[src/rtl/pong_pkg.sv]
// Shared definitions for the pong game controller: FSM states, PS/2 scan codes,
// paddle command encodings and the score saturation helper.
package pong_pkg;

  typedef enum logic [2:0] {
    ST_IDLE  = 3'd0,
    ST_SERVE = 3'd1,
    ST_PLAY  = 3'd2,
    ST_POINT = 3'd3,
    ST_OVER  = 3'd4
  } state_t;

  // Paddle commands
  localparam logic [1:0] DIR_HOLD = 2'b00;
  localparam logic [1:0] DIR_UP   = 2'b01;
  localparam logic [1:0] DIR_DOWN = 2'b10;

  // PS/2 set-2 scan codes
  localparam logic [7:0] KEY_P1_UP = 8'h1D;  // W
  localparam logic [7:0] KEY_P1_DN = 8'h1B;  // S
  localparam logic [7:0] KEY_P2_UP = 8'h43;  // I
  localparam logic [7:0] KEY_P2_DN = 8'h42;  // K
  localparam logic [7:0] KEY_BREAK = 8'hF0;

  // Increment a score, never exceeding the winning limit
  function automatic logic [3:0] score_inc(input logic [3:0] s, input logic [3:0] lim);
    score_inc = (s >= lim) ? lim : s + 4'd1;
  endfunction

endpackage

[src/rtl/pong_key_decoder.sv]
// PS/2 scan-code decoder producing paddle commands. The newest make code for a
// paddle wins; a break code only releases the paddle if it names the key that
// currently drives it.
module pong_key_decoder
  import pong_pkg::*;
(
  input  logic       vga_clk,
  input  logic       reset,
  input  logic       active,
  input  logic [7:0] key_code,
  input  logic       key_valid,
  output logic [1:0] p1_dir,
  output logic [1:0] p2_dir
);

  logic brk;

  // Break-flag tracking and paddle command registers
  always_ff @(posedge vga_clk or posedge reset) begin
    if (reset) begin
      brk    <= 1'b0;
      p1_dir <= DIR_HOLD;
      p2_dir <= DIR_HOLD;
    end else begin
      if (key_valid) brk <= (key_code == KEY_BREAK);
      if (!active) begin
        p1_dir <= DIR_HOLD;
        p2_dir <= DIR_HOLD;
      end else if (key_valid && (key_code != KEY_BREAK)) begin
        if (brk) begin
          if ((key_code == KEY_P1_UP && p1_dir == DIR_UP) ||
              (key_code == KEY_P1_DN && p1_dir == DIR_DOWN))
            p1_dir <= DIR_HOLD;
          if ((key_code == KEY_P2_UP && p2_dir == DIR_UP) ||
              (key_code == KEY_P2_DN && p2_dir == DIR_DOWN))
            p2_dir <= DIR_HOLD;
        end else begin
          case (key_code)
            KEY_P1_UP: p1_dir <= DIR_UP;
            KEY_P1_DN: p1_dir <= DIR_DOWN;
            KEY_P2_UP: p2_dir <= DIR_UP;
            KEY_P2_DN: p2_dir <= DIR_DOWN;
            default: ;
          endcase
        end
      end
    end
  end

endmodule

[src/rtl/pong_game_ctrl.sv]
// Pong game controller: game-tick generator, serve delay, point scoring and
// game-over handling, plus keyboard-driven paddle commands.
module pong_game_ctrl
  import pong_pkg::*;
#(
  parameter int TICK_DIV    = 400000,
  parameter int WIN_SCORE   = 9,
  parameter int SERVE_TICKS = 120
) (
  input  logic       vga_clk,
  input  logic       reset,
  input  logic       run,
  input  logic [7:0] key_code,
  input  logic       key_valid,
  input  logic       miss_left,
  input  logic       miss_right,
  output logic       tick,
  output logic       ball_en,
  output logic       ball_reset,
  output logic       serve_dir,
  output logic [1:0] p1_dir,
  output logic [1:0] p2_dir,
  output logic [3:0] p1_score,
  output logic [3:0] p2_score,
  output logic [2:0] state,
  output logic       game_over
);

  localparam int TW = (TICK_DIV > 1) ? $clog2(TICK_DIV) : 1;
  localparam int SW = (SERVE_TICKS > 1) ? $clog2(SERVE_TICKS) : 1;
  localparam logic [TW-1:0] TICK_LAST  = TW'(TICK_DIV - 1);
  localparam logic [SW-1:0] SERVE_LAST = SW'(SERVE_TICKS - 1);
  localparam logic [3:0]    WIN        = 4'(WIN_SCORE);

  state_t        st, nxt;
  logic [TW-1:0] tick_cnt;
  logic [SW-1:0] serve_cnt;
  logic          rst_pend;   // first IDLE edge after reset still owes a ball_reset
  logic          p2_pt;      // last point went to player 2
  logic          tick_evt, hit, nxt_active, cnt_run;
  logic [3:0]    p1_new, p2_new;

  assign tick_evt   = (tick_cnt == TICK_LAST);
  assign hit        = miss_left | miss_right;
  assign p1_new     = score_inc(p1_score, WIN);
  assign p2_new     = score_inc(p2_score, WIN);
  assign nxt_active = (nxt == ST_SERVE) || (nxt == ST_PLAY);
  assign cnt_run    = nxt_active && ((st == ST_SERVE) || (st == ST_PLAY));
  assign state      = st;

  // Next-state selection; run=0 overrides everything
  always_comb begin
    nxt = st;
    if (!run) begin
      nxt = ST_IDLE;
    end else begin
      case (st)
        ST_IDLE:  nxt = ST_SERVE;
        ST_SERVE: if (tick_evt && serve_cnt == SERVE_LAST) nxt = ST_PLAY;
        ST_PLAY:  if (hit) nxt = ST_POINT;
        ST_POINT: nxt = (((p2_pt ? p2_new : p1_new)) == WIN) ? ST_OVER : ST_SERVE;
        ST_OVER:  nxt = ST_OVER;
        default:  nxt = ST_IDLE;
      endcase
    end
  end

  // FSM state, counters, scores and registered outputs
  always_ff @(posedge vga_clk or posedge reset) begin
    if (reset) begin
      st         <= ST_IDLE;
      tick_cnt   <= '0;
      serve_cnt  <= '0;
      tick       <= 1'b0;
      ball_en    <= 1'b0;
      ball_reset <= 1'b0;
      serve_dir  <= 1'b0;
      p1_score   <= 4'd0;
      p2_score   <= 4'd0;
      game_over  <= 1'b0;
      rst_pend   <= 1'b1;
      p2_pt      <= 1'b0;
    end else begin
      st         <= nxt;
      ball_en    <= (nxt == ST_PLAY);
      game_over  <= (nxt == ST_OVER);
      ball_reset <= 1'b0;

      if (cnt_run) begin
        tick_cnt <= tick_evt ? '0 : tick_cnt + 1'b1;
        tick     <= tick_evt;
      end else begin
        tick_cnt <= '0;
        tick     <= 1'b0;
      end

      if (st == ST_SERVE && nxt == ST_SERVE) begin
        if (tick_evt) serve_cnt <= serve_cnt + 1'b1;
      end else begin
        serve_cnt <= '0;
      end

      if (st == ST_PLAY && nxt == ST_POINT) p2_pt <= miss_left;

      if (st == ST_IDLE) begin
        ball_reset <= rst_pend;
        rst_pend   <= 1'b0;
      end else if (nxt == ST_IDLE) begin
        ball_reset <= 1'b1;
        p1_score   <= 4'd0;
        p2_score   <= 4'd0;
      end else if (st == ST_POINT) begin
        if (p2_pt) p2_score <= p2_new;
        else       p1_score <= p1_new;
        serve_dir <= ~p2_pt;
        if (nxt == ST_SERVE) ball_reset <= 1'b1;
      end
    end
  end

  pong_key_decoder u_keys (
    .vga_clk  (vga_clk),
    .reset    (reset),
    .active   (nxt_active),
    .key_code (key_code),
    .key_valid(key_valid),
    .p1_dir   (p1_dir),
    .p2_dir   (p2_dir)
  );

endmodule

[config.mk]
export PLATFORM = sky130hd
export DESIGN_NAME = pong_game_ctrl
export DESIGN_NICKNAME = d
export VERILOG_FILES = /design/src/rtl/pong_pkg.sv /design/src/rtl/pong_key_decoder.sv /design/src/rtl/pong_game_ctrl.sv
export SDC_FILE = /design/constraint.sdc
export NUM_CORES = 1
export LEC_CHECK = 0
export CAP_MARGIN = 20
export CORE_ASPECT_RATIO = 1.4
export CORE_MARGIN = 4
export CORE_UTILIZATION = 45
export CTS_BUF_LIST = sky130_fd_sc_hd__clkbuf_8 sky130_fd_sc_hd__clkbuf_16
export DETAILED_ROUTE_END_ITERATION = 12
export GPL_ROUTABILITY_DRIVEN = 0
export PLACE_DENSITY = 0.71
export SLEW_MARGIN = 20
export SYNTH_ARGS = -nofsm -noshare
export SYNTH_HDL_FRONTEND = slang
export SYNTH_SLANG_ARGS = --single-unit
[constraint.sdc]
create_clock -name vga_clk -period 2.73 [get_ports vga_clk]
set_input_delay 0.4095 -clock vga_clk [delete_from_list [all_inputs] [get_ports vga_clk]]
set_output_delay 0.4095 -clock vga_clk [all_outputs]
set_load 0.02 [all_outputs]
==> out/qor.yml <==
status: "complete, no violations"
crit_chain: "clkdlybuf4s50_1 -> or3b_1 -> or4b_4 -> or3_1 -> a21oi_1 -> nor3_1"
skew_ps: 9.83
async_reset_ff_share_pct: 100
synth_top_cell_area_share_pct: 45.8
cp.required_ps: 2900
yosys_warnings: 0
met3_usage_pct: 3.19
drive_gt1_share_pct: 4.79
synthTopCellsByArea: "dfrtp_1, nor2_1, xor2_1"
maxCapViolations: 0
ys_ff_latch: 49
nFillCells: 533
grt_setup_unrepaired: "no"
grtUsageMet1_pct: 19.7
ff2ff_setup_slack_ps: 540
antenna_found_initial: 0
dieHeight_um: 98.4
drv_slew: 0
rows: 32
final.setup.tns_ps: 0
reg2reg_depth: 7
cts.clk_slew.worst_paths_ps: 80
pin_count: 34
clock-root-buffer: "clkbuf_8"
power.leakage_nw: 1.29
synth-xor-area-share_pct: 7.34
hold_buffers: 0
synth_common_cells: "dfrtp_1, nor2_1, nand2_1, xor2_1"
grt_overflow_total: 0
fmax_ghz: 0.452
netlist_instances: 276
ys_seq_area_share_pct: 46.8
route.detailed.wl_per_inst_um: 14.5
vdd_drop_max_mv: 0.252
criticalPathCategory: "input pin to flop"
ys_types: 49
numCtsBuffers: 5
synth_mux_area_share_pct: 0.381
seqCellArea_mm2: 0.00123
arrival_ps: 2380
drt_first_iter_violations: 85
clk_latency_ps: 300
maxSlewHeadroom_pct: 53.5
tightest_slew_ps: 692
clock_path_buffers: 2
grt_busiest_layer: "met2"
synthFlopType: "dfrtp_1"
drc_errors: 0
reg2reg_from: "p2_score[1]"
cp_max_fo: 4
via_per_inst: 5.61
cp-end-kind: "flop"
fin_nets: 334
min_period_ps: 2210
port_buffers: 33
grt.total_usage_pct: 16.7
synth_edf_count: 0
cp-startpoint: "key_valid"
synth_area_per_cell_um2: 9.51
cts_tree: "done"
grt_max_degree: 50
die_w_um: 72.6
fin_crit_sh_pct: 81.1
clock-sinks: 49
core-area_mm2: 0.00561
cts-resized-gates: 0
syn2layout_area_growth_pct: 18.3
num_vias: 2136
crit_path_top_delay_cell: "or4b_4"
start_util_pct: 46.8
yosysTopAreaCell: "dfrtp_1"
synth_area_mm2: 0.00263
post_cts_buffers: 0
holdCritPathClass: "flop to flop"
endpoint: "u_keys.p1_dir[0]"
syn_nets: 298
detail-route-antenna-nets: 0
multiInputGateArea_mm2: 0.00133
finalHoldViolations: 0
drtPass1Iterations: 4
synth_top_family_by_area: "simple AND/OR/NAND/NOR gates"
final_util_pct: 55.4
synth_adder_area_share_pct: 3.81
die_area_mm2: 0.00714
use_met2_pct: 29.5
max_stage_delay_ps: 550
cellPowerDensity_mw_per_mm2: 407
start_kind: "input pin"
h-tree-depth: 2
grt_pass1_vias: 2251
report.final.setup_viol: 0
dpl.hpwl_um: 4150
diodes: 0
grt_pass1_wl_um: 9800
yosys.area_share.simple_pct: 28.0
synth_compound_area_share_pct: 11.1
reg2reg_to: "u_keys.p1_dir[0]"
routed_wl_um: 5510
==> power by group <==
| group | leakage, nW | internal [mW] | switching [mW] | total (mW) |
|---|---|---|---|---|
| combinational | 0.564 | 0.0461 | 0.0691 | 0.115 |
| clock | 0.0467 | 0.174 | 0.232 | 0.406 |
| sequential | 0.677 | 0.732 | 0.00985 | 0.742 |
==> flip-flops by register name, indices dropped and copies added, names as in the netlist, 2 cells and up <==
register       cells
tick_cnt          19
p1_score           4
u_keys.p1_dir      2
state              3
u_keys.p2_dir      2
p2_score           4
serve_cnt          7
==> cell type report <==
class / count / share of cell area [%]
Multi-Input combinational cell: 212 / 42.8
Tap cell: 68 / 2.74
Clock buffer: 5 / 2.22
Sequential cell: 49 / 39.5
Inverter: 9 / 1.09
Timing Repair Buffer: 35 / 11.1
Clock inverter: 3 / 0.483
==> cell families (layout without fill, tap and decap cells) <==
group	after synthesis	count (layout)
compound gates	45	45
xor+xnor	22	22
fa+ha+maj	8	8
buf+inv	15	52
flops	49	49
mux	1	1
simple gates	136	136
==> critical path: cells and delay by family <==
kind,cells,cell delay (ps)
AND/OR/NAND/NOR,4,1340
buffers and inverters,1,490
AO/OA/AOI/OAI,1,140
==> layer usage <==
layer  wire, um  part of all wire (%)
met1       2270                    41
met2       2960                    54
met3        140                   2.5
met4        127                   2.3
met5          0                     0
==> worst min-delay path by stage <==
stage / startpoint / end / slack (ps) / depth (start not counted)
2_1_floorplan: tick_cnt[0] / tick_cnt[0] / 450 / 1
3_3_place_gp: serve_dir / serve_dir / 460 / 1
3_5_place_dp: serve_dir / serve_dir / 470 / 1
4_1_cts: serve_dir / serve_dir / 490 / 1
5_1_grt: rst_pend / rst_pend / 520 / 1
6_report: serve_dir / serve_dir / 490 / 1
==> cell usage in the layout (no fill, tap or decap), types with 5 or more instances in the layout <==
| cell type | n |
|---|---|
| a21oi_1 | 11 |
| nand2_1 | 16 |
| nor2_1 | 48 |
| nor3_1 | 8 |
| clkdlybuf4s50_1 | 33 |
| nand2b_1 | 7 |
| nand4_1 | 6 |
| nor4b_1 | 6 |
| ha_1 | 8 |
| xnor2_1 | 8 |
| inv_1 | 10 |
| dfrtp_1 | 48 |
| o21ai_0 | 12 |
| xor2_1 | 14 |
| clkbuf_8 | 5 |
| nand3_1 | 12 |
==> metrics by stage <==
step	instance area, um^2	power, mW	hold slack (ps)	worst slack (ps)	instances
2_1_floorplan	2630	0.823	450	741	276
3_3_place_gp	3020	0.872	463	239	373
3_5_place_dp	3020	0.874	469	215	373
4_1_cts	3110	1.28	493	520	381
5_1_grt	3110	1.32	525	351	381
6_report	3110	1.26	486	517	381
(Power assumes the default switching activity.)
